`src/rtl/pwm_reg_arbiter_pkg.sv`:
```
// rtl/pwm_reg_arbiter_pkg.sv - shared types and defaults for the PWM register bus arbiter
package pwm_reg_pkg;

    localparam int DEF_AW = 8;
    localparam int DEF_DW = 16;

    typedef enum logic [1:0] {
        ST_IDLE = 2'd0,
        ST_ENG  = 2'd1,
        ST_RESP = 2'd2,
        ST_HOLD = 2'd3
    } arb_state_e;

endpackage

```
`src/rtl/pwm_reg_arbiter_if.sv`:
```
// rtl/pwm_reg_arbiter_if.sv - engine req/gnt port of the PWM register bus arbiter
interface pwm_reg_arbiter_if
    import pwm_reg_pkg::*;
#(
    parameter int AW = DEF_AW,
    parameter int DW = DEF_DW
);
    logic          e_req;
    logic          e_we;
    logic [AW-1:0] e_addr;
    logic [DW-1:0] e_wdata;
    logic          e_gnt;
    logic [DW-1:0] e_rdata;
    logic          e_rvalid;
    logic          e_starve;

    modport master (
        output e_req, e_we, e_addr, e_wdata,
        input  e_gnt, e_rdata, e_rvalid, e_starve
    );

    modport slave (
        input  e_req, e_we, e_addr, e_wdata,
        output e_gnt, e_rdata, e_rvalid, e_starve
    );
endinterface

```
`src/rtl/pwm_reg_arbiter_sat_counter.sv`:
```
// rtl/pwm_reg_arbiter_sat_counter.sv - saturating up-counter with synchronous clear
module sat_counter #(
    parameter int MAX = 255,
    parameter int W   = (MAX > 0) ? $clog2(MAX + 1) : 1
) (
    input  logic         clk_i,
    input  logic         rst_i,
    input  logic         inc_i,
    input  logic         clr_i,
    output logic [W-1:0] cnt_o,
    output logic         at_max_o
);
    localparam logic [W-1:0] CNT_MAX = W'(MAX);

    always_ff @(posedge clk_i or posedge rst_i) begin
        if (rst_i) begin
            cnt_o <= '0;
        end else if (clr_i) begin
            cnt_o <= '0;
        end else if (inc_i && (cnt_o != CNT_MAX)) begin
            cnt_o <= cnt_o + 1'b1;
        end
    end

    assign at_max_o = (cnt_o == CNT_MAX);
endmodule

```
`src/rtl/pwm_reg_arbiter.sv`:
```
// rtl/pwm_reg_arbiter.sv - shares the PWM register bus between the I2C host and the internal engine
module pwm_reg_arbiter
    import pwm_reg_pkg::*;
#(
    parameter int AW            = DEF_AW,
    parameter int DW            = DEF_DW,
    parameter int HOLDOFF       = 4,
    parameter int MAX_WAIT      = 255,
    parameter bit LOCK_IN_FRAME = 1'b1
) (
    input  logic          clk_i,
    input  logic          rst_i,
    input  logic          start_detected_i,
    input  logic          stop_detected_i,
    input  logic [AW-1:0] h_addr_i,
    input  logic          h_wr_en_i,
    input  logic          h_rd_en_i,
    input  logic [DW-1:0] h_wdata_i,
    output logic [DW-1:0] h_rdata_o,
    pwm_reg_arbiter_if.slave eng,
    output logic [AW-1:0] reg_addr_o,
    output logic          reg_wr_en_o,
    output logic          reg_rd_en_o,
    output logic [DW-1:0] reg_wdata_o,
    input  logic [DW-1:0] reg_rdata_i
);
    localparam int HOLD_W    = (HOLDOFF > 1) ? $clog2(HOLDOFF) : 1;
    localparam int HOLD_LOAD = (HOLDOFF > 0) ? HOLDOFF - 1 : 0;
    localparam logic [HOLD_W-1:0] HOLD_INIT = HOLD_W'(HOLD_LOAD);
    // With no hold-off a host write simply returns the FSM to IDLE.
    localparam arb_state_e WR_NEXT = (HOLDOFF > 0) ? ST_HOLD : ST_IDLE;

    arb_state_e        state;
    logic              frame_r;
    logic [HOLD_W-1:0] hold_cnt;
    logic              rvalid_r;
    logic [DW-1:0]     rdata_r;

    logic host_act;
    logic lock;
    logic gnt;

    assign host_act = h_wr_en_i | h_rd_en_i;
    assign lock     = LOCK_IN_FRAME & frame_r;
    assign gnt      = (state == ST_ENG) & eng.e_req & ~host_act;

    always_ff @(posedge clk_i or posedge rst_i) begin
        if (rst_i) begin
            state    <= ST_IDLE;
            frame_r  <= 1'b0;
            hold_cnt <= '0;
            rvalid_r <= 1'b0;
            rdata_r  <= '0;
        end else begin
            if (stop_detected_i) begin
                frame_r <= 1'b0;
            end else if (start_detected_i) begin
                frame_r <= 1'b1;
            end
            rvalid_r <= 1'b0;

            case (state)
                ST_IDLE: begin
                    if (h_wr_en_i) begin
                        state    <= WR_NEXT;
                        hold_cnt <= HOLD_INIT;
                    end else if (eng.e_req && !lock && !host_act) begin
                        state <= ST_ENG;
                    end
                end
                ST_ENG: begin
                    // The host preempts without stalling; the engine keeps its request and retries.
                    if (host_act) begin
                        state    <= h_wr_en_i ? WR_NEXT : ST_IDLE;
                        hold_cnt <= HOLD_INIT;
                    end else if (!eng.e_req) begin
                        state <= ST_IDLE;
                    end else if (eng.e_we) begin
                        state <= ST_IDLE;
                    end else begin
                        rdata_r  <= reg_rdata_i;
                        rvalid_r <= 1'b1;
                        state    <= ST_RESP;
                    end
                end
                ST_RESP: begin
                    if (h_wr_en_i) begin
                        state    <= WR_NEXT;
                        hold_cnt <= HOLD_INIT;
                    end else begin
                        state <= ST_IDLE;
                    end
                end
                ST_HOLD: begin
                    if (h_wr_en_i) begin
                        hold_cnt <= HOLD_INIT;
                    end else if (hold_cnt == '0) begin
                        state <= ST_IDLE;
                    end else begin
                        hold_cnt <= hold_cnt - 1'b1;
                    end
                end
                default: state <= ST_IDLE;
            endcase
        end
    end

    sat_counter #(
        .MAX (MAX_WAIT)
    ) u_wait_cnt (
        .clk_i    (clk_i),
        .rst_i    (rst_i),
        .inc_i    (eng.e_req & ~gnt),
        .clr_i    (~eng.e_req | gnt),
        .cnt_o    (),
        .at_max_o (eng.e_starve)
    );

    assign reg_addr_o  = host_act ? h_addr_i  : (gnt ? eng.e_addr  : '0);
    assign reg_wdata_o = host_act ? h_wdata_i : (gnt ? eng.e_wdata : '0);
    assign reg_wr_en_o = ~rst_i & (h_wr_en_i | (gnt &  eng.e_we));
    assign reg_rd_en_o = ~rst_i & (h_rd_en_i | (gnt & ~eng.e_we));

    assign h_rdata_o    = reg_rdata_i;
    assign eng.e_gnt    = gnt;
    assign eng.e_rdata  = rdata_r;
    assign eng.e_rvalid = rvalid_r;
endmodule

```
`src/flat_wrapper.sv`:
```
// flat-port wrapper written by rule: the top's interface ports become plain ports
module pwm_reg_arbiter_flat import pwm_reg_pkg::*;
#(
    parameter int AW            = DEF_AW,
    parameter int DW            = DEF_DW,
    parameter int HOLDOFF       = 4,
    parameter int MAX_WAIT      = 255,
    parameter bit LOCK_IN_FRAME = 1'b1
)
  (clk_i, rst_i, start_detected_i, stop_detected_i, h_addr_i, h_wr_en_i, h_rd_en_i, h_wdata_i, h_rdata_o, reg_addr_o, reg_wr_en_o, reg_rd_en_o, reg_wdata_o, reg_rdata_i, eng_e_req, eng_e_we, eng_e_addr, eng_e_wdata, eng_e_gnt, eng_e_rdata, eng_e_rvalid, eng_e_starve);
  pwm_reg_arbiter_if #(.AW(AW), .DW(DW)) eng_i ();
  input  logic clk_i;
  input  logic rst_i;
  input  logic start_detected_i;
  input  logic stop_detected_i;
  input  logic [AW-1:0] h_addr_i;
  input  logic h_wr_en_i;
  input  logic h_rd_en_i;
  input  logic [DW-1:0] h_wdata_i;
  output logic [DW-1:0] h_rdata_o;
  output logic [AW-1:0] reg_addr_o;
  output logic reg_wr_en_o;
  output logic reg_rd_en_o;
  output logic [DW-1:0] reg_wdata_o;
  input  logic [DW-1:0] reg_rdata_i;
  input wire logic [$bits(eng_i.e_req)-1:0] eng_e_req;
  input wire logic [$bits(eng_i.e_we)-1:0] eng_e_we;
  input wire logic [$bits(eng_i.e_addr)-1:0] eng_e_addr;
  input wire logic [$bits(eng_i.e_wdata)-1:0] eng_e_wdata;
  output wire logic [$bits(eng_i.e_gnt)-1:0] eng_e_gnt;
  output wire logic [$bits(eng_i.e_rdata)-1:0] eng_e_rdata;
  output wire logic [$bits(eng_i.e_rvalid)-1:0] eng_e_rvalid;
  output wire logic [$bits(eng_i.e_starve)-1:0] eng_e_starve;
  assign eng_i.e_req = eng_e_req;
  assign eng_i.e_we = eng_e_we;
  assign eng_i.e_addr = eng_e_addr;
  assign eng_i.e_wdata = eng_e_wdata;
  assign eng_e_gnt = eng_i.e_gnt;
  assign eng_e_rdata = eng_i.e_rdata;
  assign eng_e_rvalid = eng_i.e_rvalid;
  assign eng_e_starve = eng_i.e_starve;
  pwm_reg_arbiter #(.AW(AW), .DW(DW), .HOLDOFF(HOLDOFF), .MAX_WAIT(MAX_WAIT), .LOCK_IN_FRAME(LOCK_IN_FRAME)) u_core (.clk_i(clk_i), .rst_i(rst_i), .start_detected_i(start_detected_i), .stop_detected_i(stop_detected_i), .h_addr_i(h_addr_i), .h_wr_en_i(h_wr_en_i), .h_rd_en_i(h_rd_en_i), .h_wdata_i(h_wdata_i), .h_rdata_o(h_rdata_o), .eng(eng_i), .reg_addr_o(reg_addr_o), .reg_wr_en_o(reg_wr_en_o), .reg_rd_en_o(reg_rd_en_o), .reg_wdata_o(reg_wdata_o), .reg_rdata_i(reg_rdata_i));
endmodule
```
`config.mk`:
```
export PLATFORM = sky130hd
export DESIGN_NAME = pwm_reg_arbiter_flat
export DESIGN_NICKNAME = d
export VERILOG_FILES = /design/src/rtl/pwm_reg_arbiter_pkg.sv /design/src/rtl/pwm_reg_arbiter_if.sv /design/src/rtl/pwm_reg_arbiter_sat_counter.sv /design/src/rtl/pwm_reg_arbiter.sv /design/src/flat_wrapper.sv
export SDC_FILE = /design/constraint.sdc
export NUM_CORES = 1
export LEC_CHECK = 0
export CAP_MARGIN = 20
export CELL_PAD_IN_SITES_DETAIL_PLACEMENT = 1
export CELL_PAD_IN_SITES_GLOBAL_PLACEMENT = 2
export CORE_ASPECT_RATIO = 2
export CORE_MARGIN = 2
export CORE_UTILIZATION = 19
export DETAILED_ROUTE_END_ITERATION = 7
export PLACE_DENSITY_LB_ADDON = 0.1
export SYNTH_ARGS = -nofsm -noshare
export SYNTH_HDL_FRONTEND = slang
export SYNTH_SLANG_ARGS = --single-unit
```
`constraint.sdc`:
```
create_clock -name clk_i -period 2.1 [get_ports clk_i]
set_clock_uncertainty 0.15 [all_clocks]
set_input_delay 0.21 -clock clk_i [delete_from_list [all_inputs] [get_ports clk_i]]
set_output_delay 0.21 -clock clk_i [all_outputs]
set_load 0.1 [all_outputs]
```
# Word-level counts from Yosys, hierarchy flattened
# Cells that the tools add are included.
[totals]
ff_bits = 30
out_inout_bits = 61
[classes]
n_addsub = 2
eq_ne = 11
muxes = 26
bitwise_logic = 16
reduce_logical = 13
[ops]
columns = ["cell", "n"]
rows = [
  ["$mux W16", 2],
  ["$mux W8", 4],
  ["$mux W2", 12],
  ["$add A8 B1 Y8 const B", 1],
  ["$eq A8 B8 Y1 const B", 1],
  ["$ne A8 B8 Y1 const B", 1],
  ["$pmux W2 S4", 1],
  ["$and A1 B1 Y1", 7],
  ["$mux W1", 6],
  ["$ne A2 B1 Y1 const B", 3],
  ["$pmux W2 S3", 1],
  ["$reduce_and A3 Y1", 2],
  ["$not A1 Y1", 5],
  ["$eq A2 B2 Y1 const B", 2],
  ["$logic_not A2 Y1", 2],
  ["$or A1 B1 Y1", 4],
  ["$reduce_and A4 Y1", 1],
  ["$reduce_bool A2 Y1", 2],
  ["$logic_and A1 B1 Y1", 3],
  ["$ne A3 B2 Y1 const B", 1],
  ["$ne A3 B3 Y1 const B", 1],
  ["$eq A2 B1 Y1 const B", 1],
  ["$logic_not A1 Y1", 2],
  ["$ne A2 B2 Y1 const B", 1],
  ["2 further kinds", 2],
]

# Logic depth before layout (Yosys ltp)
[depth]
depth_word = 8
depth_mapped = 6

# Modules after synthesis
# A second synthesis with hierarchy kept.
[hier_totals]
cells_unflattened = 170
hier_area_um2 = 1874.3
[modules_own_cells]
columns = ["mod", "instances", "cells_each", "area_per_inst_um2", "seq_area_each_um2"]
rows = [
  ["pwm_reg_arbiter", 1, 122, 1386.3, 550.5],
  ["sat_counter", 1, 48, 488.0, 200.2],
]

# Least setup slack after synthesis
# No wires, ideal clock.
[synth_timing]
path_type = "reg-to-output"
start = "reg u_core.state[1]"
end = "out reg_addr_o[0]"
arrival_time_ns = 2.195
setup_slack_ns = -0.455
path_stages_with_launch = 6
n_path_buf = 2
path_cell_list = "dfrtp_1 -> nor4b_4 -> and2_1 -> buf_2 -> buf_4 -> a22o_1"
[synth_between]
elab_chain_cells = 5
[synth_rtl]
columns = ["item", "line", "rtl"]
rows = [
  ["from (decl)", "pwm_reg_arbiter.sv:33", "arb_state_e state;"],
  ["from (signal assigned)", "pwm_reg_arbiter.sv:74", "state <= h_wr_en_i ? WR_NEXT : ST_IDLE;"],
  ["$eq A2 B1 Y1", "pwm_reg_arbiter.sv:45", "assign gnt = (state == ST_ENG) & eng.e_req & ~host_act;"],
  ["$and A1 B1 Y1 (2 in a row)", "pwm_reg_arbiter.sv:45", ""],
  ["net eng_e_gnt", "flat_wrapper.sv:30", "output wire logic [$bits(eng_i.e_gnt)-1:0] eng_e_gnt;"],
  ["$mux W8 (2 in a row)", "pwm_reg_arbiter.sv:119", "assign reg_addr_o = host_act ? h_addr_i : (gnt ? eng.e_addr : '0);"],
  ["to (decl)", "flat_wrapper.sv:21", "output logic [AW-1:0] reg_addr_o;"],
]
# The timed path passes the listed nets, and every way through them passes these cells.

# Worst setup path in the final report
[layout_timing]
start = "reg u_core.state[1]"
end = "out reg_wdata_o[5]"
[layout_between]
elab_chain_cells = 5
[layout_rtl]
columns = ["item", "line", "rtl"]
rows = [
  ["$eq A2 B1 Y1", "pwm_reg_arbiter.sv:45", ""],
  ["$and A1 B1 Y1 (2 in a row)", "pwm_reg_arbiter.sv:45", ""],
  ["$mux W16 (2 in a row)", "pwm_reg_arbiter.sv:120", "assign reg_wdata_o = host_act ? h_wdata_i : (gnt ? eng.e_wdata : '0);"],
  ["to (decl)", "flat_wrapper.sv:24", "output logic [DW-1:0] reg_wdata_o;"],
]
# Every way passes these cells.

==> metrics <==
status finished, final reports clean; RSZ-0062 raised after global routing true; crit path kind reg -> out; initial antenna violation count 0; maximum vdd drop roughly 0.85 mV; WP data required ~1.7 ns; GRT overflow 0; Routed WL 7170 um; Die ar. 10400 um^2; WP buf/inv 2; drt pass-1 iters 2; crit path max-delay cell type dfrtp_1; Post-CTS Hold Buffers 0; CP max stage delay 0.41 ns; dpl ws -0.0254 ns; PwrDens 1140 nW/um^2; first-pass GRT wire length 10900 um; count leader, synth dfrtp_1; Worst Path Max Fanout 13; pin count of the biggest net entering global routing 31; HPWL Detailed 5800 um; crit end category output pin; H-tree depth 2; met2 Use GR 25.3%; Mapped Nets roughly 240; total CTS buffers 5; Sink Count 30; critical path data arrival time ~1.7 ns; area delta synth->final 116%; Synth area leader dfrtp_1; Core Region 9320 um^2; Fmax 484 MHz; YS warnings 0; GRT Total Usage between 10 and 15%; Synth top area share 41.2%; Root Driver clkbuf_16; met1 GRT Util 14.3%; CP most frequent cell buf_12; worst setup margin approximately 0.036 ns; CTS Buffer Depth 2; Final Cell Area 3940 um^2; EDFF count, synth 0; DR iter-0 viols 14; placed insts approximately 390; CTS tree yes; list of most frequent post-synthesis cells 30 x dfrtp_1, 25 x a22o_1, 18 x buf_4; setup TNS 0 ns; vias in the first global route 2018; Hold Vio Cnt, Final 0; top post-synthesis cells by area dfrtp_1 41%, a22o_1 12%, buf_4 7.4%; CP delay by family, top simple AND/OR/NAND/NOR gates; total power around 4.5 mW; max_cap viols 0; gr busiest metal met2; DR WL/cell around 18 um; type of the worst min-delay path in -> async; final net count 372; Detail Route Antenna Nets 0; layout cells sized above 1 44.8%; final setup violation count 0; GP Congestion 0.791; IO Count 133; crit path cell chain nor4b_4 -> and2_4 -> buf_12 -> a22o_2 -> buf_12; met3 GRT Util about 3.8%; Worst-Skew Late Latency 0.28 ns; Initial Util between 10% and 20%; clk slew on worst S/H paths 0.06 ns; syn_area_per_cell 10.8 um^2; Seq/Total Area, Yosys 41.2%; Final min period 2.06 ns; quantity of I/O buffers inserted on ports 132; element type at the critical path start flip-flop; Async SR Flop Fraction 100%; mapped cell area 1820 um^2; Die W 73.2 um; DRC viols 0; ANT cells 0; relative slew slack 73.5%; Die H about 140 um; row count 50; Least-Margin Pin Slew 0.398 ns; Slew Limit Fails 0; Synth Flop Type dfrtp_1; post-DR vias/cell 4.60; Post-Syn Instances 169; non-filler cells in the finished layout 403; via count 1854; final period utilization 98.3%; Yosys cell types 36; FF+latch count, synth 30; LEAKAGE about 1.8 nW; placed cell area 3720 um^2
## path summary, 6_finish.rpt
path                                       startpoint  cells after the start               endpoint  slack (ns)
worst max register to register        u_core.state[1]                      6  u_core.eng.e_rdata[0]        0.23
worst min register to register  u_core.eng.e_rdata[7]                      1  u_core.eng.e_rdata[7]        0.36
worst min-delay path                            rst_i                      3        u_core.state[1]        0.24
max in group asynchronous                       rst_i                      3  u_core.eng.e_rdata[1]        1.27
worst max-delay path                  u_core.state[1]                      5         reg_wdata_o[5]        0.04
min in group clk_i                    stop_detected_i                      2         u_core.frame_r        0.32
## what timing repair did
item,4_1_cts,5_1_grt
gates cloned,1,0
pin swaps,1,1
buffers inserted,0,2
endpoints found under the setup margin,24,24
resized for setup,3,4
## area by class of cell
| class | instances | area, um^2 |
|---|---|---|
| Clock buffer | 6 | 139 |
| Clock inverter | 2 | 12.5 |
| Sequential cell | 30 | 751 |
| Inverter | 5 | 18.8 |
| Tap cell | 104 | 130 |
| Timing Repair Buffer | 149 | 1920 |
| Fill cell | 966 | 5380 |
| Multi-Input combinational cell | 107 | 971 |
## per-stage QoR
stage | hold slack, ns | util [%]
after floorplan | 0.126 | -
after global placement | 0.346 | 39.9
after detailed placement | 0.346 | 39.9
after CTS | 0.269 | 41.8
after global routing | 0.330 | 42.2
final | 0.245 | 42.2
## where the power goes
group	internal (mW)	leakage (nW)	switching (mW)	total, mW
logic	0.882	1.30	1.96	2.85
clock network	0.469	0.0729	0.270	0.739
registers	0.778	0.387	0.118	0.896
## worst min-delay path, stage by stage
cell	delay, ns
clkdlybuf4s50_1	0.43
inv_1	0.08
buf_4	0.37
## kinds of logic after synthesis
family                     Yosys count  share of synthesized area (%)
AOI/OAI and AO/OA                   43                           18.1
adders and majority gates            2                           1.37
buffers and inverters               32                           12.3
DFF                                 30                           41.2
muxes                               18                           12.6
and+or+nand+nor                     44                           14.4
## cell usage in the layout (no fill, tap or decap), drive strengths merged
master         synthesis  layout
clkdlybuf4s50          0      70
or2                    1       1
ha                     2       2
a21o                   3       3
nand2                  6       6
dfrtp                 30      30
or4b                   1       1
and2                   2       2
inv                    5       5
nor4b                  1       1
nor2                   7       7
o21ai                  4       4
mux2                  16      16
and4b                  1       1
clkinv                 0       1
o21a                   1       1
and3                   1       1
nand4                  2       2
a21oi                  4       4
clkinvlp               0       1
nor2b                  3       3
clkbuf                 3       6
buf                   24      78
mux2i                  2       2
nand3                  7       7
a22o                  25      25
nand3b                 1       1
nand2b                 1       1
nor3                   7       7
a21boi                 1       1
and4                   1       1
and3b                  2       2
a211oi                 2       2
dlygate4sd2            0       1
a31oi                  3       3
## per-layer routing
layer | vias up | wire length, um
met5 | - | 0
met4 | 0 | 139
met3 | 8 | 690
met2 | 107 | 3860
met1 | 879 | 2480
li1 | 860 | -
## registers in the layout, summed over array words and instances (netlist names)
name and cells:
u_core.hold_cnt 2, u_core.u_wait_cnt.cnt_o 8, u_core.frame_r 1, u_core.eng.e_rvalid 1
u_core.eng.e_rdata 16, u_core.state 2
Note: power is estimated with default switching activity, not from simulation.
